[config.mk]
export PLATFORM = sky130hd
export DESIGN_NAME = capture_buffer
export DESIGN_NICKNAME = d
export VERILOG_FILES = /design/src/rtl/capture_buffer.sv
export SDC_FILE = /design/constraint.sdc
export NUM_CORES = 2
export LEC_CHECK = 0
export CAP_MARGIN = 40
export CORE_UTILIZATION = 35
export CTS_CLUSTER_SIZE = 20
export DETAILED_ROUTE_END_ITERATION = 8
export PLACE_DENSITY_LB_ADDON = 0.05
export SETUP_SLACK_MARGIN = 0.4
export SYNTH_ARGS = -nofsm -noshare
export SYNTH_HDL_FRONTEND = slang
export SYNTH_SLANG_ARGS = --single-unit
[constraint.sdc]
create_clock -name i_clk -period 3.8 [get_ports i_clk]
set_input_delay 1.14 -clock i_clk [delete_from_list [all_inputs] [get_ports i_clk]]
set_output_delay 1.14 -clock i_clk [all_outputs]
set_load 0.05 [all_outputs]
[src/rtl/capture_buffer.sv]
// capture_buffer: records i_data while i_run is high into an on-chip RAM,
// then streams the captured words out oldest-first over valid/ready.
// The readout path is a two-stage pipeline: a stallable RAM output register
// followed by the output register, so one transfer per clock is sustained.
module capture_buffer #(
    parameter int WIDTH  = 8,
    parameter int DEPTH  = 256,
    parameter int ADDR_W = $clog2(DEPTH)
) (
    input  logic              i_clk,
    input  logic              i_rst,
    input  logic [WIDTH-1:0]  i_data,
    input  logic              i_run,
    input  logic              i_arm,
    output logic [WIDTH-1:0]  o_rd_data,
    output logic              o_rd_valid,
    input  logic              i_rd_ready,
    output logic [ADDR_W:0]   o_count,
    output logic [1:0]        o_state,
    output logic              o_full,
    output logic              o_done
);

    localparam logic [1:0] S_IDLE    = 2'd0;
    localparam logic [1:0] S_ARMED   = 2'd1;
    localparam logic [1:0] S_CAPTURE = 2'd2;
    localparam logic [1:0] S_READOUT = 2'd3;

    localparam logic [ADDR_W:0] C_DEPTH = (ADDR_W+1)'(DEPTH);
    localparam logic [ADDR_W:0] C_ONE   = (ADDR_W+1)'(1);

    // Sample storage and RAM read register (no reset: contents are don't-care)
    logic [WIDTH-1:0]  r_mem [DEPTH];
    logic [WIDTH-1:0]  r_ram_q;

    logic [1:0]        r_state;
    logic [ADDR_W:0]   r_count;
    logic [ADDR_W:0]   r_rd_ptr;     // next address to fetch from RAM
    logic              r_full;
    logic              r_q_valid;    // r_ram_q holds a fetched, unconsumed sample
    logic [WIDTH-1:0]  r_rd_data;
    logic              r_rd_valid;
    logic              r_done;

    logic              w_wr_en;
    logic [ADDR_W-1:0] w_wr_addr;
    logic [ADDR_W:0]   w_count_inc;
    logic              w_in_readout;
    logic              w_out_ready;
    logic              w_load;
    logic              w_fetch;
    logic              w_xfer;
    logic              w_last;

    assign w_count_inc  = r_count + C_ONE;
    assign w_in_readout = (r_state == S_READOUT);
    // Output register can accept a new word when empty or being drained
    assign w_out_ready  = ~r_rd_valid | i_rd_ready;
    assign w_load       = w_in_readout & r_q_valid & w_out_ready;
    // Fetch when words remain and the RAM register is free or moving on
    assign w_fetch      = w_in_readout & (r_rd_ptr < r_count) & (~r_q_valid | w_out_ready);
    assign w_xfer       = w_in_readout & r_rd_valid & i_rd_ready;
    // Final transfer: nothing in flight and every stored word already fetched
    assign w_last       = w_xfer & ~r_q_valid & (r_rd_ptr == r_count);

    // Write-port decode: first sample lands at 0, later ones at the running count
    always_comb begin
        w_wr_en   = 1'b0;
        w_wr_addr = '0;
        case (r_state)
            S_ARMED: begin
                w_wr_en   = i_run;
                w_wr_addr = '0;
            end
            S_CAPTURE: begin
                w_wr_en   = i_run;
                w_wr_addr = r_count[ADDR_W-1:0];
            end
            default: begin
                w_wr_en   = 1'b0;
                w_wr_addr = '0;
            end
        endcase
    end

    // RAM write port
    always_ff @(posedge i_clk) begin
        if (w_wr_en) begin
            r_mem[w_wr_addr] <= i_data;
        end
    end

    // RAM synchronous read port, held while the next stage is stalled
    always_ff @(posedge i_clk) begin
        if (w_fetch) begin
            r_ram_q <= r_mem[r_rd_ptr[ADDR_W-1:0]];
        end
    end

    // Capture/readout sequencing, sample count and full flag
    always_ff @(posedge i_clk or posedge i_rst) begin
        if (i_rst) begin
            r_state  <= S_IDLE;
            r_count  <= '0;
            r_rd_ptr <= '0;
            r_full   <= 1'b0;
            r_done   <= 1'b0;
        end else begin
            r_done <= w_last;
            case (r_state)
                S_IDLE: begin
                    if (i_arm) begin
                        r_state  <= S_ARMED;
                        r_count  <= '0;
                        r_rd_ptr <= '0;
                        r_full   <= 1'b0;
                    end
                end
                S_ARMED: begin
                    if (i_run) begin
                        r_count <= C_ONE;
                        r_state <= S_CAPTURE;
                    end
                end
                S_CAPTURE: begin
                    if (i_run) begin
                        r_count <= w_count_inc;
                        if (w_count_inc == C_DEPTH) begin
                            r_state <= S_READOUT;
                            r_full  <= 1'b1;
                        end
                    end else begin
                        r_state <= S_READOUT;
                    end
                end
                S_READOUT: begin
                    if (w_fetch) begin
                        r_rd_ptr <= r_rd_ptr + C_ONE;
                    end
                    if (w_last) begin
                        r_state <= S_IDLE;
                    end
                end
                default: begin
                    r_state <= S_IDLE;
                end
            endcase
        end
    end

    // Readout pipeline occupancy and output register
    always_ff @(posedge i_clk or posedge i_rst) begin
        if (i_rst) begin
            r_q_valid  <= 1'b0;
            r_rd_valid <= 1'b0;
            r_rd_data  <= '0;
        end else begin
            if (w_fetch) begin
                r_q_valid <= 1'b1;
            end else if (w_load) begin
                r_q_valid <= 1'b0;
            end

            if (w_load) begin
                r_rd_data  <= r_ram_q;
                r_rd_valid <= 1'b1;
            end else if (w_xfer) begin
                r_rd_valid <= 1'b0;
            end
        end
    end

    assign o_rd_data  = r_rd_data;
    assign o_rd_valid = r_rd_valid;
    assign o_count    = r_count;
    assign o_state    = r_state;
    assign o_full     = r_full;
    assign o_done     = r_done;

endmodule

==> results_dict.tcl <==
set metrics [dict create \
    drt-total-wl_um 233900 \
    critical_path_required_ns 4.39 \
    synth_area_leaders "edfxtp_1 (76%), mux4_2 (13%), nor2_1 (1.5%)" \
    drt_iter0_markers 3570 \
    avgSynthCellArea_um2 21.06 \
    power_mw 61.56 \
    grt_pass1_wl_um 328300 \
    synth_ff_type "edfxtp_1" \
    start_util_pct 35.24 \
    fmax_mhz 298.0 \
    hold_path_class "flop to flop" \
    path_class "flop to flop" \
    final.period_utilization_pct 88.31 \
    critPathLaunchType "flop" \
    grt.overflow.total 0 \
    drv_cap 0 \
    ant_nets 0 \
    ys_seq_elements 2088 \
    p_per_area_mw_per_mm2 642.7 \
    viasPerCell 5.299 \
    numCtsBuffers 226 \
    h-tree-depth 4 \
    gp_congestion 0.7992 \
    post-route-drc-count 0 \
    ys_types 61 \
    crit_arrival_ns 3.95 \
    clk_pin_slew_ns 0.06 \
    slew_headroom_pct 34.34 \
    grt_usage_pct 19.94 \
    drv_slew 0 \
    end_kind "flop" \
    cts_tree "built" \
    crit_fanout 44 \
    io_buffers 34 \
    grt_pass1_vias 41870 \
    finalNetCount 4438 \
    ios 35 \
    antenna_found_initial 13 \
    hold_violations 0 \
    clkSinkCount 2088 \
    synth_edf_count 2056 \
    rsz0062_at_grt "true" \
    synth_top_area_cell "edfxtp_1" \
    grt_max_degree 105 \
    skew_ns 0.03371 \
    place_ws_ns 0.2224 \
    synth_cells 3854 \
    vdd_drop_max_v 0.0003640 \
    fin_tns_setup_ns 0 \
    tightest_slew_ns 0.9774 \
    dieWidth_um 483.6 \
    setup_viol 0 \
    ys_async_sr_fraction_pct 1.533 \
    setup_ws_ns 0.4442 \
    areaGrowthSynthToFinish_pct 17.99 \
    status "complete, no violations" \
    drive_above_1_share_pct 30.55 \
    mappedNetlistNets 3882 \
    core_mm2 0.2303 \
    insertion_delay_ns 0.87 \
    die-area_mm2 0.2339 \
    synth_top_area_share_pct 76.05 \
    cts_hold_buffers 0 \
    die_h_um 483.6 \
    fp-row-count 176 \
    dr.pass1.iters 5 \
    yosysWarnings 0 \
    p_leak_nw 30.19 \
    seq_area_frac_synth_pct 77.04 \
    vias 40430 \
    dpl.hpwl_um 150100 \
    min_period_ns 3.356 \
    cts_max_path_buffers 3 \
    cts_root_buf "clkbuf_16" \
    utilization_pct 41.58 \
    synth_area_mm2 0.08118 \
    wl_per_cell_um 30.66 \
]
[layout by cell type, fill, tap and decap left out, drive strengths merged, types with 4 or more instances in the layout]
master	instances
clkinvlp	5
ha	15
o211ai	41
clkbuf	291
a21oi	17
nor2b	15
a211o	4
nor3	57
mux2	42
and3	9
buf	533
edfxtp	2056
or3	4
inv	25
bufinv	16
dlygate4sd2	15
nand2b	16
mux4	480
nor2	321
a211oi	17
nand3	27
a22oi	40
nand4	10
dfrtp	32
o22ai	105
a22o	48
a221oi	48
o21ai	16
and2	7
nand2	70
clkinv	100
clkdlybuf4s50	11
a2111oi	7
nor4	11
mux2i	64
[area by class of cell]
type,count,area [um2]
inverters,17,63.81
multi-input cells,1517,17360
flip-flops and latches,2088,62550
diodes,2,5.005
clock buffers,291,5963
repair buffers,560,4980
fillers,20370,134600
clock inverters,129,1079
well taps,3026,3786
[final timing paths]
kind | from | to | slack [ns] | cells past startpoint
worst max-delay path | r_rd_ptr[1] | r_ram_q[6] | 0.44 | 9
worst min-delay path | r_ram_q[2] | o_rd_data[2] | 0.47 | 1
worst max register to register | r_rd_ptr[1] | r_ram_q[6] | 0.44 | 9
worst min register to register | r_ram_q[2] | o_rd_data[2] | 0.47 | 1
max in group asynchronous | i_rst | r_rd_ptr[0] | 2.83 | 3
min in group asynchronous | i_rst | o_rd_data[3] | 0.51 | 2
[per-layer routing]
layer,part of all wire [%],vias to the layer above,global-route usage [%]
li1,-,17270,-
met3,4.9,285,3.697
met1,45,21880,28.23
met4,2.3,2,5.249
met2,47,990,31.60
met5,0.0056,-,0
[timing repair]
action | CTS | global route
pin swaps | 0 | 1
resized for setup | 21 | 9
buffers inserted | 0 | 4
setup endpoints to repair | 20 | 15
gates cloned | 1 | 0
[cell usage after synthesis (8+ instances only)]
cell type  number
nor4_1          9
buf_4          31
nor2_1        318
and3_1          9
nor3_1         54
mux4_2        480
nor2b_1        15
ha_1           15
nand2_1        69
mux2i_1        64
a221oi_1       46
nand3_1        27
buf_2          62
a22o_1         48
edfxtp_1     2056
inv_1          16
buf_1           8
dfrtp_1        32
nand2b_1       16
a21oi_1        17
a22oi_1        40
clkbuf_1       91
nand4_1        10
o22ai_1       105
o211ai_1       41
o21ai_0        15
a211oi_1       17
mux2_2         41
buf_6          36
[where the power goes]
part           switching [mW]  total, mW  internal (mW)
Clock                    8.99       21.1           12.1
Sequential              0.284       25.8           25.5
Combinational            8.35       14.7           6.32
[through the flow]
stage	hold slack, ns	area [um2]	instances
6_report	0.4740	95790	7630
5_1_grt	0.4814	95780	7629
4_1_cts	0.4331	95710	7624
3_5_place_dp	0.4671	88620	7203
3_3_place_gp	0.4623	88520	7194
2_1_floorplan	0.4539	81180	3854
[logic make-up (layout without fill, tap and decap cells)]
family	Yosys count	in the layout	share of synthesized area, %
AOI/OAI and AO/OA	360	360	3.269
adders and majority gates	15	15	0.2312
and+or+nand+nor	553	553	2.981
buffers and inverters	249	997	1.763
DFF	2088	2088	77.04
muxes	586	586	14.69
other	0	2	0
xor gates and xnor gates	3	3	0.03237
[sequential cells by signal, indices dropped and copies added, names as in the netlist]
| name | cells |
|---|---|
| r_mem | 2048 |
| o_count | 9 |
| r_rd_ptr | 9 |
| o_rd_data | 8 |
| r_ram_q | 8 |
| o_state | 2 |
| o_done | 1 |
| o_full | 1 |
| o_rd_valid | 1 |
| r_q_valid | 1 |
[critical path, stage by stage, from the launching register on]
cell	delay (ns)
dfrtp_4	0.57
buf_12	0.30
buf_4	0.34
mux4_2	0.37
a22o_1	0.29
a221oi_1	0.37
o22ai_1	0.19
buf_4	0.23
nor3_1	0.24
nor4_2	0.09
Note: power is estimated with default switching activity, not from simulation.
